File: config.mk
export PLATFORM = sky130hd
export DESIGN_NAME = multicycle_control_unit_flat
export DESIGN_NICKNAME = d
export VERILOG_FILES = /design/src/rtl/multicycle_control_unit_pkg.sv /design/src/rtl/multicycle_control_unit_if.sv /design/src/rtl/multicycle_control_unit_decoder.sv /design/src/rtl/multicycle_control_unit.sv /design/src/flat_wrapper.sv
export SDC_FILE = /design/constraint.sdc
export NUM_CORES = 1
export LEC_CHECK = 0
export CAP_MARGIN = 20
export CELL_PAD_IN_SITES_DETAIL_PLACEMENT = 0
export CELL_PAD_IN_SITES_GLOBAL_PLACEMENT = 1
export CORE_AREA = 2 2 169 171
export DETAILED_ROUTE_END_ITERATION = 10
export DIE_AREA = 0 0 171 173
export PLACE_DENSITY = 0.88
export SLEW_MARGIN = 20
export SYNTH_ARGS = -nofsm -noshare
export SYNTH_HDL_FRONTEND = slang
export SYNTH_SLANG_ARGS = --single-unit
File: constraint.sdc
create_clock -name clk -period 2.97 [get_ports clk]
set_input_delay 0.594 -clock clk [delete_from_list [all_inputs] [get_ports clk]]
set_output_delay 0.594 -clock clk [all_outputs]
set_load 0.02 [all_outputs]
File: src/rtl/multicycle_control_unit_pkg.sv
// Shared types for the BUBBLE multicycle control unit: opcode constants,
// instruction classes and FSM states.
package cu_pkg;

    localparam logic [5:0] OP_LOAD       = 6'd12;
    localparam logic [5:0] OP_STORE      = 6'd13;
    localparam logic [5:0] OP_BCOND_LO   = 6'd14;
    localparam logic [5:0] OP_BCOND_HI   = 6'd19;
    localparam logic [5:0] OP_J          = 6'd20;
    localparam logic [5:0] OP_JR         = 6'd21;
    localparam logic [5:0] OP_JAL        = 6'd22;
    localparam logic [5:0] OP_LAST_LEGAL = 6'd24;

    typedef enum logic [2:0] {
        IMM_ALU, REG_ALU, LOAD, STORE, BCOND, JUMP, JAL, ILLEGAL
    } cu_class_e;

    typedef enum logic [2:0] {
        ST_IDLE, ST_EXEC, ST_MEM, ST_WB, ST_TRAP
    } cu_state_e;

    function automatic logic is_imm_op(input logic [5:0] op);
        return op inside {6'd4, 6'd5, [6'd8:6'd11], 6'd24};
    endfunction

endpackage

File: src/rtl/multicycle_control_unit_if.sv
// Bundle of instruction, register-file, ALU and data-memory signals around
// the control unit. master = control unit side, slave = environment side.
interface multicycle_control_unit_if #(
    parameter int DATA_W = 32,
    parameter int CNT_W  = 16
);
    logic              instr_valid;
    logic              instr_ready;
    logic [31:0]       instruction;
    logic [DATA_W-1:0] regin1;
    logic [DATA_W-1:0] regin2;
    logic [DATA_W-1:0] aluout1;
    logic [DATA_W-1:0] aluout2;
    logic [DATA_W-1:0] aluin;
    logic              branch_cond;
    logic              branch;
    logic [DATA_W-1:0] offset;
    logic              write_enable;
    logic [DATA_W-1:0] regout;
    logic              dmem_req;
    logic              dmem_we;
    logic              dmem_ack;
    logic [DATA_W-1:0] dmem_base;
    logic [DATA_W-1:0] dmem_offset;
    logic [DATA_W-1:0] dmem_wdata;
    logic [DATA_W-1:0] dmem_rdata;
    logic              busy;
    logic [CNT_W-1:0]  retire_cnt;
    logic              trap;

    modport master (
        input  instr_valid, instruction, regin1, regin2, aluin, branch_cond,
               dmem_ack, dmem_rdata,
        output instr_ready, aluout1, aluout2, branch, offset, write_enable,
               regout, dmem_req, dmem_we, dmem_base, dmem_offset, dmem_wdata,
               busy, retire_cnt, trap
    );

    modport slave (
        output instr_valid, instruction, regin1, regin2, aluin, branch_cond,
               dmem_ack, dmem_rdata,
        input  instr_ready, aluout1, aluout2, branch, offset, write_enable,
               regout, dmem_req, dmem_we, dmem_base, dmem_offset, dmem_wdata,
               busy, retire_cnt, trap
    );

endinterface

File: src/rtl/multicycle_control_unit_decoder.sv
// Opcode-to-class decoder. With CU_ILLEGAL_TRAP_EN, opcodes above the last
// legal one decode as ILLEGAL; otherwise they fall into REG_ALU.
module cu_decoder
    import cu_pkg::*;
(
    input  logic [5:0] opcode_i,
    output cu_class_e  cls_o,
    output logic       needs_mem_o,
    output logic       writes_reg_o,
    output logic       is_redirect_o
);

    always_comb begin
        cls_o = REG_ALU;
        if (is_imm_op(opcode_i)) begin
            cls_o = IMM_ALU;
        end else if (opcode_i == OP_LOAD) begin
            cls_o = LOAD;
        end else if (opcode_i == OP_STORE) begin
            cls_o = STORE;
        end else if (opcode_i >= OP_BCOND_LO && opcode_i <= OP_BCOND_HI) begin
            cls_o = BCOND;
        end else if (opcode_i == OP_J || opcode_i == OP_JR) begin
            cls_o = JUMP;
        end else if (opcode_i == OP_JAL) begin
            cls_o = JAL;
        end
`ifdef CU_ILLEGAL_TRAP_EN
        else if (opcode_i > OP_LAST_LEGAL) begin
            cls_o = ILLEGAL;
        end
`endif
    end

    assign needs_mem_o   = (cls_o == LOAD) || (cls_o == STORE);
    assign writes_reg_o  = (cls_o == IMM_ALU) || (cls_o == REG_ALU) ||
                           (cls_o == LOAD) || (cls_o == JAL);
    assign is_redirect_o = (cls_o == BCOND) || (cls_o == JUMP) || (cls_o == JAL);

endmodule

File: src/rtl/multicycle_control_unit.sv
// Multicycle control unit for the BUBBLE core: FSM, operand latches and the
// retired-instruction counter. Optional illegal-opcode trap: CU_ILLEGAL_TRAP_EN.
//
//   state   | meaning
//   IDLE    | ready for an instruction
//   EXEC    | drive ALU operands / redirect, latch results
//   MEM     | data-memory request held until ack
//   WB      | register-file write
//   TRAP    | illegal opcode seen, frozen until reset
module multicycle_control_unit
    import cu_pkg::*;
#(
    parameter int DATA_W = 32,
    parameter int BOFF_W = 11,
    parameter int JOFF_W = 21,
    parameter int CNT_W  = 16
) (
    input  logic clk,
    input  logic rst_n,
    multicycle_control_unit_if.master bus
);

    cu_state_e         state_q;
    logic [31:0]       instr_q;
    logic [DATA_W-1:0] alu_q;
    logic [DATA_W-1:0] r1_q;
    logic [DATA_W-1:0] r2_q;
    logic [DATA_W-1:0] rdata_q;
    logic [CNT_W-1:0]  cnt_q;

    cu_class_e cls;
    logic      needs_mem;
    logic      writes_reg;
    logic      is_redirect;

    cu_decoder u_dec (
        .opcode_i      (instr_q[31:26]),
        .cls_o         (cls),
        .needs_mem_o   (needs_mem),
        .writes_reg_o  (writes_reg),
        .is_redirect_o (is_redirect)
    );

    logic [5:0]        op;
    logic [DATA_W-1:0] imm16_ext;
    logic [DATA_W-1:0] boff_ext;
    logic [DATA_W-1:0] joff_ext;
    logic              unused_instr_bits;

    assign op                = instr_q[31:26];
    assign imm16_ext         = {{(DATA_W-16){1'b0}}, instr_q[15:0]};
    assign boff_ext          = {{(DATA_W-BOFF_W){1'b0}}, instr_q[BOFF_W-1:0]};
    assign joff_ext          = {{(DATA_W-JOFF_W){1'b0}}, instr_q[JOFF_W-1:0]};
    assign unused_instr_bits = ^instr_q[25:JOFF_W];

    always_ff @(posedge clk or negedge rst_n) begin
        if (!rst_n) begin
            state_q <= ST_IDLE;
            instr_q <= '0;
            alu_q   <= '0;
            r1_q    <= '0;
            r2_q    <= '0;
            rdata_q <= '0;
            cnt_q   <= '0;
        end else begin
            case (state_q)
                ST_IDLE: begin
                    if (bus.instr_valid) begin
                        instr_q <= bus.instruction;
                        state_q <= ST_EXEC;
                    end
                end
                ST_EXEC: begin
                    alu_q <= bus.aluin;
                    r1_q  <= bus.regin1;
                    r2_q  <= bus.regin2;
                    if (needs_mem) begin
                        state_q <= ST_MEM;
                    end else if (writes_reg) begin
                        state_q <= ST_WB;
                    end
`ifdef CU_ILLEGAL_TRAP_EN
                    else if (cls == ILLEGAL) begin
                        state_q <= ST_TRAP;
                    end
`endif
                    else begin
                        state_q <= ST_IDLE;
                        cnt_q   <= cnt_q + CNT_W'(1);
                    end
                end
                ST_MEM: begin
                    // ack ends the request; anything before it is a stall
                    if (bus.dmem_ack) begin
                        if (cls == LOAD) begin
                            rdata_q <= bus.dmem_rdata;
                            state_q <= ST_WB;
                        end else begin
                            state_q <= ST_IDLE;
                            cnt_q   <= cnt_q + CNT_W'(1);
                        end
                    end
                end
                ST_WB: begin
                    state_q <= ST_IDLE;
                    cnt_q   <= cnt_q + CNT_W'(1);
                end
`ifdef CU_ILLEGAL_TRAP_EN
                ST_TRAP: state_q <= ST_TRAP;
`endif
                default: state_q <= ST_IDLE;
            endcase
        end
    end

    always_comb begin
        bus.instr_ready  = (state_q == ST_IDLE);
        bus.busy         = (state_q != ST_IDLE);
        bus.retire_cnt   = cnt_q;
        bus.aluout1      = '0;
        bus.aluout2      = '0;
        bus.branch       = 1'b0;
        bus.offset       = '0;
        bus.write_enable = 1'b0;
        bus.regout       = '0;
        bus.dmem_req     = 1'b0;
        bus.dmem_we      = 1'b0;
        bus.dmem_base    = '0;
        bus.dmem_offset  = '0;
        bus.dmem_wdata   = '0;
        case (state_q)
            ST_EXEC: begin
                bus.aluout1 = bus.regin1;
                bus.aluout2 = (cls == IMM_ALU) ? imm16_ext : bus.regin2;
                if (is_redirect) begin
                    bus.branch = (cls == BCOND) ? bus.branch_cond : 1'b1;
                end
                if (op == OP_JR) begin
                    bus.offset = bus.regin1;
                end else if (op == OP_J || op == OP_JAL) begin
                    bus.offset = joff_ext;
                end else if (cls == BCOND) begin
                    bus.offset = boff_ext;
                end
            end
            ST_MEM: begin
                bus.dmem_req = 1'b1;
                if (cls == STORE) begin
                    bus.dmem_we     = 1'b1;
                    bus.dmem_base   = r2_q;
                    bus.dmem_offset = boff_ext;
                    bus.dmem_wdata  = r1_q;
                end else begin
                    bus.dmem_base   = r1_q;
                    bus.dmem_offset = imm16_ext;
                end
            end
            ST_WB: begin
                bus.write_enable = 1'b1;
                bus.regout       = (cls == LOAD) ? rdata_q : alu_q;
            end
            default: ;
        endcase
    end

`ifdef CU_ILLEGAL_TRAP_EN
    assign bus.trap = (state_q == ST_TRAP);
`else
    assign bus.trap = 1'b0;
`endif

endmodule

File: src/flat_wrapper.sv
// flat-port wrapper written by rule: the top's interface ports become plain ports
module multicycle_control_unit_flat import cu_pkg::*;
#(
    parameter int DATA_W = 32,
    parameter int BOFF_W = 11,
    parameter int JOFF_W = 21,
    parameter int CNT_W  = 16
)
  (clk, rst_n, bus_instr_valid, bus_instruction, bus_regin1, bus_regin2, bus_aluin, bus_branch_cond, bus_dmem_ack, bus_dmem_rdata, bus_instr_ready, bus_aluout1, bus_aluout2, bus_branch, bus_offset, bus_write_enable, bus_regout, bus_dmem_req, bus_dmem_we, bus_dmem_base, bus_dmem_offset, bus_dmem_wdata, bus_busy, bus_retire_cnt, bus_trap);
  multicycle_control_unit_if #(.DATA_W(DATA_W), .CNT_W(CNT_W)) bus_i ();
  input  logic clk;
  input  logic rst_n;
  input wire logic [$bits(bus_i.instr_valid)-1:0] bus_instr_valid;
  input wire logic [$bits(bus_i.instruction)-1:0] bus_instruction;
  input wire logic [$bits(bus_i.regin1)-1:0] bus_regin1;
  input wire logic [$bits(bus_i.regin2)-1:0] bus_regin2;
  input wire logic [$bits(bus_i.aluin)-1:0] bus_aluin;
  input wire logic [$bits(bus_i.branch_cond)-1:0] bus_branch_cond;
  input wire logic [$bits(bus_i.dmem_ack)-1:0] bus_dmem_ack;
  input wire logic [$bits(bus_i.dmem_rdata)-1:0] bus_dmem_rdata;
  output wire logic [$bits(bus_i.instr_ready)-1:0] bus_instr_ready;
  output wire logic [$bits(bus_i.aluout1)-1:0] bus_aluout1;
  output wire logic [$bits(bus_i.aluout2)-1:0] bus_aluout2;
  output wire logic [$bits(bus_i.branch)-1:0] bus_branch;
  output wire logic [$bits(bus_i.offset)-1:0] bus_offset;
  output wire logic [$bits(bus_i.write_enable)-1:0] bus_write_enable;
  output wire logic [$bits(bus_i.regout)-1:0] bus_regout;
  output wire logic [$bits(bus_i.dmem_req)-1:0] bus_dmem_req;
  output wire logic [$bits(bus_i.dmem_we)-1:0] bus_dmem_we;
  output wire logic [$bits(bus_i.dmem_base)-1:0] bus_dmem_base;
  output wire logic [$bits(bus_i.dmem_offset)-1:0] bus_dmem_offset;
  output wire logic [$bits(bus_i.dmem_wdata)-1:0] bus_dmem_wdata;
  output wire logic [$bits(bus_i.busy)-1:0] bus_busy;
  output wire logic [$bits(bus_i.retire_cnt)-1:0] bus_retire_cnt;
  output wire logic [$bits(bus_i.trap)-1:0] bus_trap;
  assign bus_i.instr_valid = bus_instr_valid;
  assign bus_i.instruction = bus_instruction;
  assign bus_i.regin1 = bus_regin1;
  assign bus_i.regin2 = bus_regin2;
  assign bus_i.aluin = bus_aluin;
  assign bus_i.branch_cond = bus_branch_cond;
  assign bus_i.dmem_ack = bus_dmem_ack;
  assign bus_i.dmem_rdata = bus_dmem_rdata;
  assign bus_instr_ready = bus_i.instr_ready;
  assign bus_aluout1 = bus_i.aluout1;
  assign bus_aluout2 = bus_i.aluout2;
  assign bus_branch = bus_i.branch;
  assign bus_offset = bus_i.offset;
  assign bus_write_enable = bus_i.write_enable;
  assign bus_regout = bus_i.regout;
  assign bus_dmem_req = bus_i.dmem_req;
  assign bus_dmem_we = bus_i.dmem_we;
  assign bus_dmem_base = bus_i.dmem_base;
  assign bus_dmem_offset = bus_i.dmem_offset;
  assign bus_dmem_wdata = bus_i.dmem_wdata;
  assign bus_busy = bus_i.busy;
  assign bus_retire_cnt = bus_i.retire_cnt;
  assign bus_trap = bus_i.trap;
  multicycle_control_unit #(.DATA_W(DATA_W), .BOFF_W(BOFF_W), .JOFF_W(JOFF_W), .CNT_W(CNT_W)) u_core (.clk(clk), .rst_n(rst_n), .bus(bus_i));
endmodule
==> out/summary.txt <==
Max stage delay cell, worst path -> dfrtp_2
GRT Resource Usage Total -> 21.1%
FF+latch count, synth -> 173
reg-to-reg slack, setup -> 0.46 ns
Clock Path Buffers -> 2
WS Path Type -> reg2out
crit path time final -> 2.91 ns
Post-synth EDFFs -> 0
ANT nets after route -> 0
Post-route DRC -> 0
post-synthesis async set-or-reset flop share -> 100%
clock transition at the registers of the reported paths -> 0.08 ns
vias per cell -> 4.69
most used cell, CP -> buf_4
compound-cell area share of the yosys netlist -> 9.38%
Wirelength per Cell -> 17.6 um
Pleak -> 7.14 nW
final setup violation count -> 0
largest net degree at the start of global routing -> 71
Max-Cap Viols -> 0
Max H-tree Level -> 4
family with the most delay on the worst path -> simple AND/OR/NAND/NOR gates
Worst R2R End -> u_core.bus.retire_cnt[1]
initial antenna violation count -> 0
maximum clock rate -> 0.344 GHz
min-delay worst type -> in2async
clk_lat worst skew -> 0.44 ns
share of the synthesized area in the top cell type -> 49.1%
max-slew violations -> 0
Yosys top cell by area -> dfrtp_1
status -> finished, final reports clean
mux cell area share after synthesis -> 7.41%
RSZ-0062 raised after global routing -> yes
Initial Util -> 31.9%
Reg2Reg Launch Point -> u_core.instr_q[29]
Area Overhead vs Synth -> 56.9%
Syn Inst Count -> 1041
synthesized area per cell -> 8.47 um2
Tcrit/Tclk final -> 97.9%
Yosys warnings -> 0
VDD IR max -> 457 uV
critical-path cell list -> and3b_2, a22oi_1, nor2_2, nor2_1, nor3_2, buf_4, buf_4, a22o_1, buf_4
gr ovfl total -> 0
vias in the first global route -> 8425
Clock Skew -> 0.0147 ns
post-layout instance count excluding filler cells -> 1811
post-route cell area -> 13800 um2
I/O Buffers -> 389
Root Driver -> clkbuf_16
Adder-Cell Fraction of Synth Area -> 0.142%
I/O Pins -> 412
Num CTS Buffers -> 17
Core Util, Final -> 50.1%
global-route wire length before repair -> 48400 um
total power draw -> 12.2 mW
CTS tree -> done
Placer Congestion -> 0.863
Worst Reg-to-Reg Cells -> 7
WL final -> 31800 um
Max FO, Critical Path -> 6
iteration count of the initial detailed-routing pass -> 7
dpl cell area -> 13300 um2
CP required -> 2.38 ns
largest family of logic cells by synthesized area -> simple AND/OR/NAND/NOR gates
synthesized area -> 8810 um2
row cnt -> 61
Worst Path Buf+Inv -> 3
Core ar. -> 27600 um2
initial drt markers -> 537
Final HPWL DP -> 22800 um
Max stage delay on crit path -> 0.47 ns
register area share after synthesis -> 49.1%
critical path endpoint category -> output port
Synth Flop Type -> dfrtp_1
Synth Area in XOR/XNOR -> 1.49%
Slew headroom -> 54.5%
die area -> 29600 um2
die height -> 173 um
Simple-Gate Fraction of Synth Area -> 26.9%
post-synthesis cell type count -> 43
worst slew pin tran -> 0.682 ns
Die X-Extent -> 171 um
Num Clock Sinks -> 173
ranking of synthesized cells by area -> dfrtp_1 49%, nand2_1 17%, mux2_2 7.4%, a21oi_1 4.8%, and2_1 4.6%
Placed Cells -> 1771
Post-CTS Hold Buffers -> 0
final number of hold-violating endpoints -> 0
layout cells sized above 1 -> 12.3%
fin nets -> 1586
power per cell area -> 886 nW/um2
DR vias -> 8497
Ant. Diodes -> 0
Startpoint Class -> register
CP arrival -> 2.31 ns
cell families after synthesis:
kind of cell    Yosys count
other cells               1
simple gates            550
flops                   173
mux                      58
fa+ha+maj                 1
xor+xnor                 15
buf+inv                 105
compound gates          138
cell usage in the layout, fill, tap and decap left out, types with 2 or more instances in the layout:
master / instances
buf_6: 2
clkinv_8: 7
a21o_1: 22
mux2_2: 58
nand2_1: 395
and2_1: 65
dfrtp_1: 169
xor2_1: 7
inv_8: 3
a21oi_1: 84
a22oi_1: 11
a22o_1: 12
inv_1: 17
nand3_2: 2
nor2_1: 44
or2_2: 2
nand4_1: 5
buf_2: 7
nor2b_4: 2
xnor2_1: 8
dlygate4sd2_1: 119
buf_12: 12
clkdlybuf4s15_1: 7
nand3_1: 4
nand3b_1: 2
buf_4: 32
o21ai_0: 5
clkdlybuf4s50_1: 239
inv_6: 4
clkbuf_16: 17
nor3_2: 6
conb_1: 17
dfrtp_2: 4
nor2_4: 2
and3_1: 5
nor2_2: 4
dlymetal6s2s_1: 11
worst register-to-register path, cell delays in order (launching register included):
cell and delay [ns]:
dfrtp_2 0.47, and3b_2 0.25, buf_4 0.14, buf_4 0.13, a22o_1 0.23, a21oi_1 0.32, or2_1 0.47, mux2_2 0.39
worst max-delay path by stage:
| stage | start | endpoint | slack [ns] | cells past startpoint |
|---|---|---|---|---|
| 4_1_cts | u_core.instr_q[27] | bus_offset[16] | -0.10 | 7 |
| 3_5_place_dp | u_core.instr_q[30] | bus_offset[8] | 0.07 | 8 |
| 5_1_grt | u_core.instr_q[29] | bus_offset[10] | -0.07 | 9 |
| 3_3_place_gp | u_core.instr_q[30] | bus_offset[8] | 0.16 | 8 |
| 6_report | u_core.instr_q[29] | bus_offset[5] | 0.06 | 9 |
| 2_1_floorplan | u_core.instr_q[31] | bus_dmem_base[22] | 0.61 | 7 |
per-layer routing:
| metal | track usage [%] | wire [um] |
|---|---|---|
| met4 | 8.19 | 1010 |
| met1 | 25.7 | 13000 |
| met2 | 36.0 | 15600 |
| met3 | 4.78 | 2200 |
| met5 | 0 | 0 |
report_power, final:
group          total (mW)  internal, mW  switching (mW)
registers            4.13          3.37           0.756
clock network        2.30          1.15            1.14
logic                5.83          2.44            3.38
metrics by stage:
| step | worst slack [ns] | setup TNS (ns) | hold slack (ns) |
|---|---|---|---|
| after floorplan | 0.608 | 0 | 0.298 |
| after global placement | 0.164 | 0 | 0.457 |
| after detailed placement | 0.0745 | 0 | 0.462 |
| after CTS | -0.105 | -0.106 | 0.214 |
| after global routing | -0.0668 | -0.234 | 0.223 |
| final | 0.0621 | 0 | 0.184 |
cell type report:
cell class	instances	area [um2]
fillers	2714	13800
flip-flops and latches	173	4330
repair buffers	431	4200
multi-input cells	779	4140
well taps	378	473
clock buffers	17	425
clock inverters	15	191
inverters	18	68.8
registers in the layout (all words and copies together) (netlist names):
signal / cells
u_core.instr_q: 27
u_core.bus.retire_cnt: 16
u_core.rdata_q: 32
u_core.state_q: 2
u_core.r2_q: 32
u_core.alu_q: 32
u_core.r1_q: 32
synthesized netlist by cell type (all sizes together) (3+ instances only):
master / n
a21oi: 84
nand2: 395
a21o: 22
o21ai: 5
nor2: 50
or2: 4
and2: 65
mux2: 58
nand4: 5
nand3: 6
a22oi: 11
xnor2: 8
nor2b: 3
inv: 18
and3: 5
xor2: 7
nor3: 7
buf: 34
dfrtp: 173
clkbuf: 53
a22o: 12
timing repair:
item	4_1_cts	5_1_grt
gates resized for setup	182	31
pin swaps	3	2
setup buffers	6	1
setup endpoints to repair	180	66
gates cloned	1	0
No activity file was read; power rests on OpenSTA's default activity.
